[src/rtl/sig_gen_pkg.sv]
// Shared definitions for the sig_gen square-wave generator: FSM state
// encoding, default counter width and the shortest legal period.
package sig_gen_pkg;

    // Default width of the period, high-time, pulse and elapsed counters
    localparam int SIG_GEN_CNT_W = 32;

    // A period needs at least one high and one low cycle
    localparam int SIG_GEN_MIN_PERIOD = 2;

    typedef enum logic [1:0] {
        ST_IDLE = 2'd0,
        ST_HIGH = 2'd1,
        ST_LOW  = 2'd2
    } state_t;

endpackage : sig_gen_pkg

[src/rtl/sig_gen.sv]
// sig_gen: programmable square-wave generator.
// Emits cfg_pulses periods (0 = run until stop) of a wave that is high for
// cfg_high cycles and low for the rest of cfg_period. On completion a one-cycle
// done_o pulse is issued together with {elapsed cycles, pulses emitted}.
// Build option: define SIG_GEN_ELAPSED_EN to include the elapsed-cycle counter;
// without it the upper half of done_data_o reads as zero.
module sig_gen
    import sig_gen_pkg::*;
#(
    parameter int CNT_W = SIG_GEN_CNT_W
) (
    input  logic                 clk_i,
    input  logic                 rst_n_i,
    input  logic                 cfg_wr_en_i,
    input  logic [CNT_W-1:0]     cfg_period_i,
    input  logic [CNT_W-1:0]     cfg_high_i,
    input  logic [CNT_W-1:0]     cfg_pulses_i,
    input  logic                 start_i,
    input  logic                 stop_i,
    output logic                 sig_clk_o,
    output logic                 busy_o,
    output logic                 err_o,
    output logic                 done_o,
    output logic [2*CNT_W-1:0]   done_data_o
);

    state_t               state_reg;
    logic [CNT_W-1:0]     period_reg;
    logic [CNT_W-1:0]     high_reg;
    logic [CNT_W-1:0]     pulses_reg;
    logic [CNT_W-1:0]     phase_reg;
    logic [CNT_W-1:0]     pulse_cnt_reg;
    logic                 stop_pend_reg;
    logic                 sig_reg;
    logic                 done_reg;
    logic                 err_reg;
    logic [2*CNT_W-1:0]   done_data_reg;

    logic                 busy;
    logic                 cfg_valid;
    logic                 period_end;
    logic                 finish;
    logic [CNT_W-1:0]     phase_next;
    logic [CNT_W-1:0]     pulse_cnt_next;
    logic [CNT_W-1:0]     elapsed_field;

    assign busy = (state_reg != ST_IDLE);

    // Period must leave room for at least one high and one low cycle
    assign cfg_valid = (period_reg >= CNT_W'(SIG_GEN_MIN_PERIOD))
                    && (high_reg != '0)
                    && (high_reg < period_reg);

    assign phase_next     = phase_reg + CNT_W'(1);
    assign pulse_cnt_next = pulse_cnt_reg + CNT_W'(1);
    assign period_end     = busy && (phase_reg == period_reg - CNT_W'(1));

    // A stop arriving in the last cycle of a period ends that same period
    assign finish = period_end
                 && (((pulses_reg != '0) && (pulse_cnt_next == pulses_reg))
                     || stop_pend_reg || stop_i);

`ifdef SIG_GEN_ELAPSED_EN
    logic [CNT_W-1:0] elapsed_reg;
    logic [CNT_W-1:0] elapsed_next;

    assign elapsed_next  = elapsed_reg + CNT_W'(1);
    // done_data must include the final busy cycle, hence the incremented value
    assign elapsed_field = elapsed_next;

    // Elapsed counter: cleared on accepted start, counts every busy cycle
    always_ff @(posedge clk_i) begin
        if (!rst_n_i) begin
            elapsed_reg <= '0;
        end else if (!busy) begin
            if (start_i && cfg_valid) begin
                elapsed_reg <= '0;
            end
        end else begin
            elapsed_reg <= elapsed_next;
        end
    end
`else
    assign elapsed_field = '0;
`endif

    // Main FSM: config latch, phase/pulse counting, stop handling, completion
    always_ff @(posedge clk_i) begin
        if (!rst_n_i) begin
            state_reg     <= ST_IDLE;
            period_reg    <= '0;
            high_reg      <= '0;
            pulses_reg    <= '0;
            phase_reg     <= '0;
            pulse_cnt_reg <= '0;
            stop_pend_reg <= 1'b0;
            sig_reg       <= 1'b0;
            done_reg      <= 1'b0;
            err_reg       <= 1'b0;
            done_data_reg <= '0;
        end else begin
            done_reg <= 1'b0;
            err_reg  <= 1'b0;
            case (state_reg)
                ST_IDLE: begin
                    if (cfg_wr_en_i) begin
                        period_reg <= cfg_period_i;
                        high_reg   <= cfg_high_i;
                        pulses_reg <= cfg_pulses_i;
                    end
                    // stop_i is dropped here, including when paired with start_i
                    if (start_i) begin
                        if (cfg_valid) begin
                            state_reg     <= ST_HIGH;
                            sig_reg       <= 1'b1;
                            phase_reg     <= '0;
                            pulse_cnt_reg <= '0;
                            stop_pend_reg <= 1'b0;
                        end else begin
                            err_reg <= 1'b1;
                        end
                    end
                end
                ST_HIGH, ST_LOW: begin
                    if (stop_i) begin
                        stop_pend_reg <= 1'b1;
                    end
                    if (period_end) begin
                        pulse_cnt_reg <= pulse_cnt_next;
                        if (finish) begin
                            state_reg     <= ST_IDLE;
                            sig_reg       <= 1'b0;
                            done_reg      <= 1'b1;
                            stop_pend_reg <= 1'b0;
                            done_data_reg <= {elapsed_field, pulse_cnt_next};
                        end else begin
                            state_reg <= ST_HIGH;
                            sig_reg   <= 1'b1;
                            phase_reg <= '0;
                        end
                    end else begin
                        phase_reg <= phase_next;
                        if (phase_next == high_reg) begin
                            state_reg <= ST_LOW;
                            sig_reg   <= 1'b0;
                        end
                    end
                end
                default: begin
                    state_reg <= ST_IDLE;
                    sig_reg   <= 1'b0;
                end
            endcase
        end
    end

    assign sig_clk_o   = sig_reg;
    assign busy_o      = busy;
    assign err_o       = err_reg;
    assign done_o      = done_reg;
    assign done_data_o = done_data_reg;

endmodule : sig_gen

[config.mk]
export PLATFORM = sky130hd
export DESIGN_NAME = sig_gen
export DESIGN_NICKNAME = d
export VERILOG_FILES = /design/src/rtl/sig_gen_pkg.sv /design/src/rtl/sig_gen.sv
export SDC_FILE = /design/constraint.sdc
export NUM_CORES = 1
export LEC_CHECK = 0
export ABC_AREA = 0
export BUFFER_PORTS_ARGS = -buffer_cell sky130_fd_sc_hd__buf_2
export CORE_MARGIN = 5
export CORE_UTILIZATION = 50
export CTS_CLUSTER_SIZE = 16
export DETAILED_ROUTE_END_ITERATION = 10
export GPL_TIMING_DRIVEN = 0
export PLACE_DENSITY = 0.7
export SETUP_SLACK_MARGIN = 0.15
export SYNTH_ARGS = -nofsm -noshare
export SYNTH_HDL_FRONTEND = slang
export SYNTH_SLANG_ARGS = --single-unit
export TNS_END_PERCENT = 100
[constraint.sdc]
create_clock -name clk_i -period 4.7 [get_ports clk_i]
set_input_delay 0.235 -clock clk_i [delete_from_list [all_inputs] [get_ports clk_i]]
set_output_delay 0.235 -clock clk_i [all_outputs]
set_load 0.05 [all_outputs]
==> metrics.md <==
| Metric | Value |
|---|---|
| Max Slew Vio Count | 0 |
| Area Overhead vs Synth | 14.8% |
| Area leader, netlist | dfxtp_1 |
| Mapped cell area | 13200 um2 |
| Worst reg2reg path depth | 15 |
| CTS buffer count | 17 |
| Average size of a mapped cell | 7.61 um2 |
| Final Skew | 0.0157 ns |
| Hold EP | pulses_reg[19] |
| Setup TNS | 0 ns |
| Min Tclk post-route | 4.42 ns |
| HPWL Detailed | 39.0 mm |
| Vias per inst | 6.13 |
| Critical path, cell by cell | clkbuf_2 -> inv_1 -> ha_1 -> nor3b_1 -> nand2_1 -> nor3_2 -> nand2_1 -> o2111ai_1 -> nor4b_4 -> buf_4 -> a311o_1 -> nand2b_1 -> buf_2 -> buf_2 -> o41ai_1 |
| Seq/Total Area, Yosys | 0.299 |
| Critical path's largest stage delay | around 0.47 ns |
| Die Wd | around 170 um |
| Leakage dissipation | between 5 and 6 nW |
| Tot Pwr | 5.28 mW |
| DIE AREA | just under 30000 um2 |
| Antenna diodes | 0 |
| Crit path max-delay cell type | nor3b_1 |
| Gr ovfl total | 0 |
| Die height | 172 um |
| Worst Hold Class | input pin to flop |
| Via Count | 13931 |
| Worst slew margin | 0.244 |
| Period Utilization, post-route | 0.941 |
| WP data required | 4.99 ns |
| Root Driver | clkbuf_16 |
| Hold slack | slightly above 0.02 ns |
| Primary FF master, synth | dfxtp_1 |
| Number of port buffers | 136 |
| MaxCap Viol Count | 0 |
| # hold bufs at CTS | 0 |
| Gp weighted congestion | 0.993 |
| Largest net degree at the start of global routing | 20 |
| Worst setup SP type | flop |
| RR Startpoint | period_reg[0] |
| Final worst slack | approximately 0.28 ns |
| Core area | 26000 um2 |
| Area contributors post-synth | dfxtp_1 (30%), nand2_1 (8.1%), a21oi_1 (5.7%) |
| Peak supply drop | 0.261 mV |
| Number of global-route vias before repair | 12574 |
| Synth Warn # | 0 |
| Post-synth top area share | 0.299 |
| H-Tree Depth | 4 |
| Crit path DAT | 4.71 ns |
| R2R Path End | phase_reg[23] |
| Synth cell types | 92 |
| Yosys reg bits | 197 |
| Clock tree buffer depth | 2 |
| Final-report hold violation count | 0 |
| R2R Setup Slk | approximately 0.28 ns |
| Finished Layout Cells | 2273 |
| # DRC | 0 |
| Clk sinks | a little under 200 |
| Place WS | -0.104 ns |
| Post-route ant nets | 0 |
| Initial drt markers | 1664 |
| Row count | 59 |
| CP Capture Type | flop |
| Routed Wire Length | around 50 mm |
| Post-synthesis cell count | 1734 |
| EDFF count, synth | 0 |
| Starting Density | 0.508 |
| Ports | ~170 |
| Synth async-reset ratio | 0 |
| Hold depth | 3 |
| Critical path type | flop to flop |
| Initial antenna violation count | 0 |
| Reg clk slew, reported paths | 0.09 ns |
| All-Layer GR Usage | 0.329 |
| Fmax | approximately 230 MHz |
| Status | finished clean |
| Layout cells sized above 1 | 0.173 |
| Max Fanout on Critical Path | 10 |
| Worst slew pin tran | 1.13 ns |
| First-pass DRT Iterations | 5 |
| Post-Place Cells | 2236 |
| Final setup vio count | 0 |
| CTS tree | yes |
| First-pass GRT wire length | around 75 mm |
| Routed len/inst | 21.9 um |
| Total Nets Final | 2063 |
| Power Density | 349 nW/um2 |
| RSZ-0062 raised after global routing | no |
| Min-delay src | cfg_pulses_i[19] |
| Clock latency on the worst-skew pair | 0.44 ns |
-- worst max path at each step --
stage                                   end             start  depth (start not counted)  slack (ns)
after global placement        phase_reg[23]  pulse_cnt_reg[0]                         12       -0.21
after floorplan           pulse_cnt_reg[19]     period_reg[0]                         14        1.15
after CTS                   done_data_o[28]     period_reg[0]                         14        0.20
after global routing          phase_reg[23]     period_reg[0]                         15        0.15
after detailed placement      phase_reg[23]  pulse_cnt_reg[0]                         12       -0.10
final                         phase_reg[23]     period_reg[0]                         15        0.28
-- placed cells by master (no fill, tap or decap), types with 8 or more instances in the layout --
master	instances
nand2_1	286
dfxtp_1	197
buf_2	166
a21oi_1	149
nor2_1	106
xnor2_1	72
clkbuf_1	70
nand3_1	70
inv_1	55
xor2_1	52
nand4_1	51
buf_4	47
nor4_1	43
nor3_1	42
o21ai_0	39
ha_1	37
conb_1	32
a211oi_1	25
or3_1	21
o31ai_1	21
o21ai_2	19
o211a_1	18
clkbuf_16	17
and4_1	16
and3_1	16
nor2b_1	12
o211ai_1	11
o21a_1	10
a31oi_1	10
and2_1	9
a211oi_2	9
nor3_2	8
nand2b_1	8
mux2i_1	8
or4_1	8
nand3b_1	8
-- where the power goes --
group          switching, mW  total (mW)  internal, mW
clock                  0.785        1.55         0.763
combinational           1.17        1.76         0.594
sequential             0.191        1.97          1.77
-- cell usage after synthesis, types with 6 or more instances --
library cell	n
a21oi_1	149
ha_1	37
buf_4	42
nand2b_1	8
inv_1	55
and2_1	9
or4_1	8
nor3b_1	7
nor4_1	47
o41ai_1	7
buf_2	31
nand3_1	70
o21a_1	10
o31ai_1	21
xor2_1	52
or3_1	21
a211oi_1	25
nand2_1	286
and4_1	16
a211oi_2	9
dfxtp_1	197
o21ai_0	39
buf_1	7
nor2_1	107
o211a_1	18
nand3b_1	8
nand4_1	51
o211ai_1	11
mux2i_1	8
a2111oi_0	6
a31oi_1	11
nor3_1	47
xnor2_1	72
or2_2	6
clkbuf_1	74
and3_1	16
o21ai_2	19
nor2b_1	12
-- cells by family after synthesis --
family                   count (synthesis)  share of synthesized area
AND/OR/NAND/NOR                        751                      0.289
AO/OA/AOI/OAI                          396                      0.205
buffers and inverters                  217                     0.0803
flip-flops                             197                      0.299
XOR/XNOR                               125                     0.0840
adder cells (fa/ha/maj)                 37                     0.0351
multiplexers                            10                    0.00778
other                                    1                   0.000284
-- critical path, delay by kind of cell, from the launching register on --
kind | cells | cell delay [ns]
fa+ha+maj | 1 | 0.27
buf+inv | 5 | 0.95
flops | 1 | 0.34
simple gates | 6 | 1.49
compound gates | 3 | 1.19
-- layout make-up --
cell class	instances	area (um2)
buffer	162	863
clock buffer	18	429
clock inverter	14	168
fill	2565	10800
inverter	55	206
multi-input combinational	1351	8390
sequential	197	3940
tap	335	419
timing repair buffer	141	718
-- stage by stage --
stage / utilization / cell area, um2
finish: 0.583 / 15100
global route: 0.583 / 15100
CTS: 0.579 / 15000
detailed placement: 0.554 / 14400
global placement: 0.554 / 14400
floorplan: - / 13300
-- per-layer routing --
metal / up-vias / track usage / wire (um)
met2: 696 / 0.450 / 19800
met4: 0 / 0.0776 / 940
li1: 6545 / - / -
met1: 6628 / 0.523 / 23800
met3: 62 / 0.0668 / 5330
met5: - / 0 / 0
-- timing repair --
item	4_1_cts	5_1_grt
setup endpoints to repair	78	87
gates resized for setup	7	19
setup buffers	2	3
pin swaps	1	3
Power figures use the tool's default switching activity.
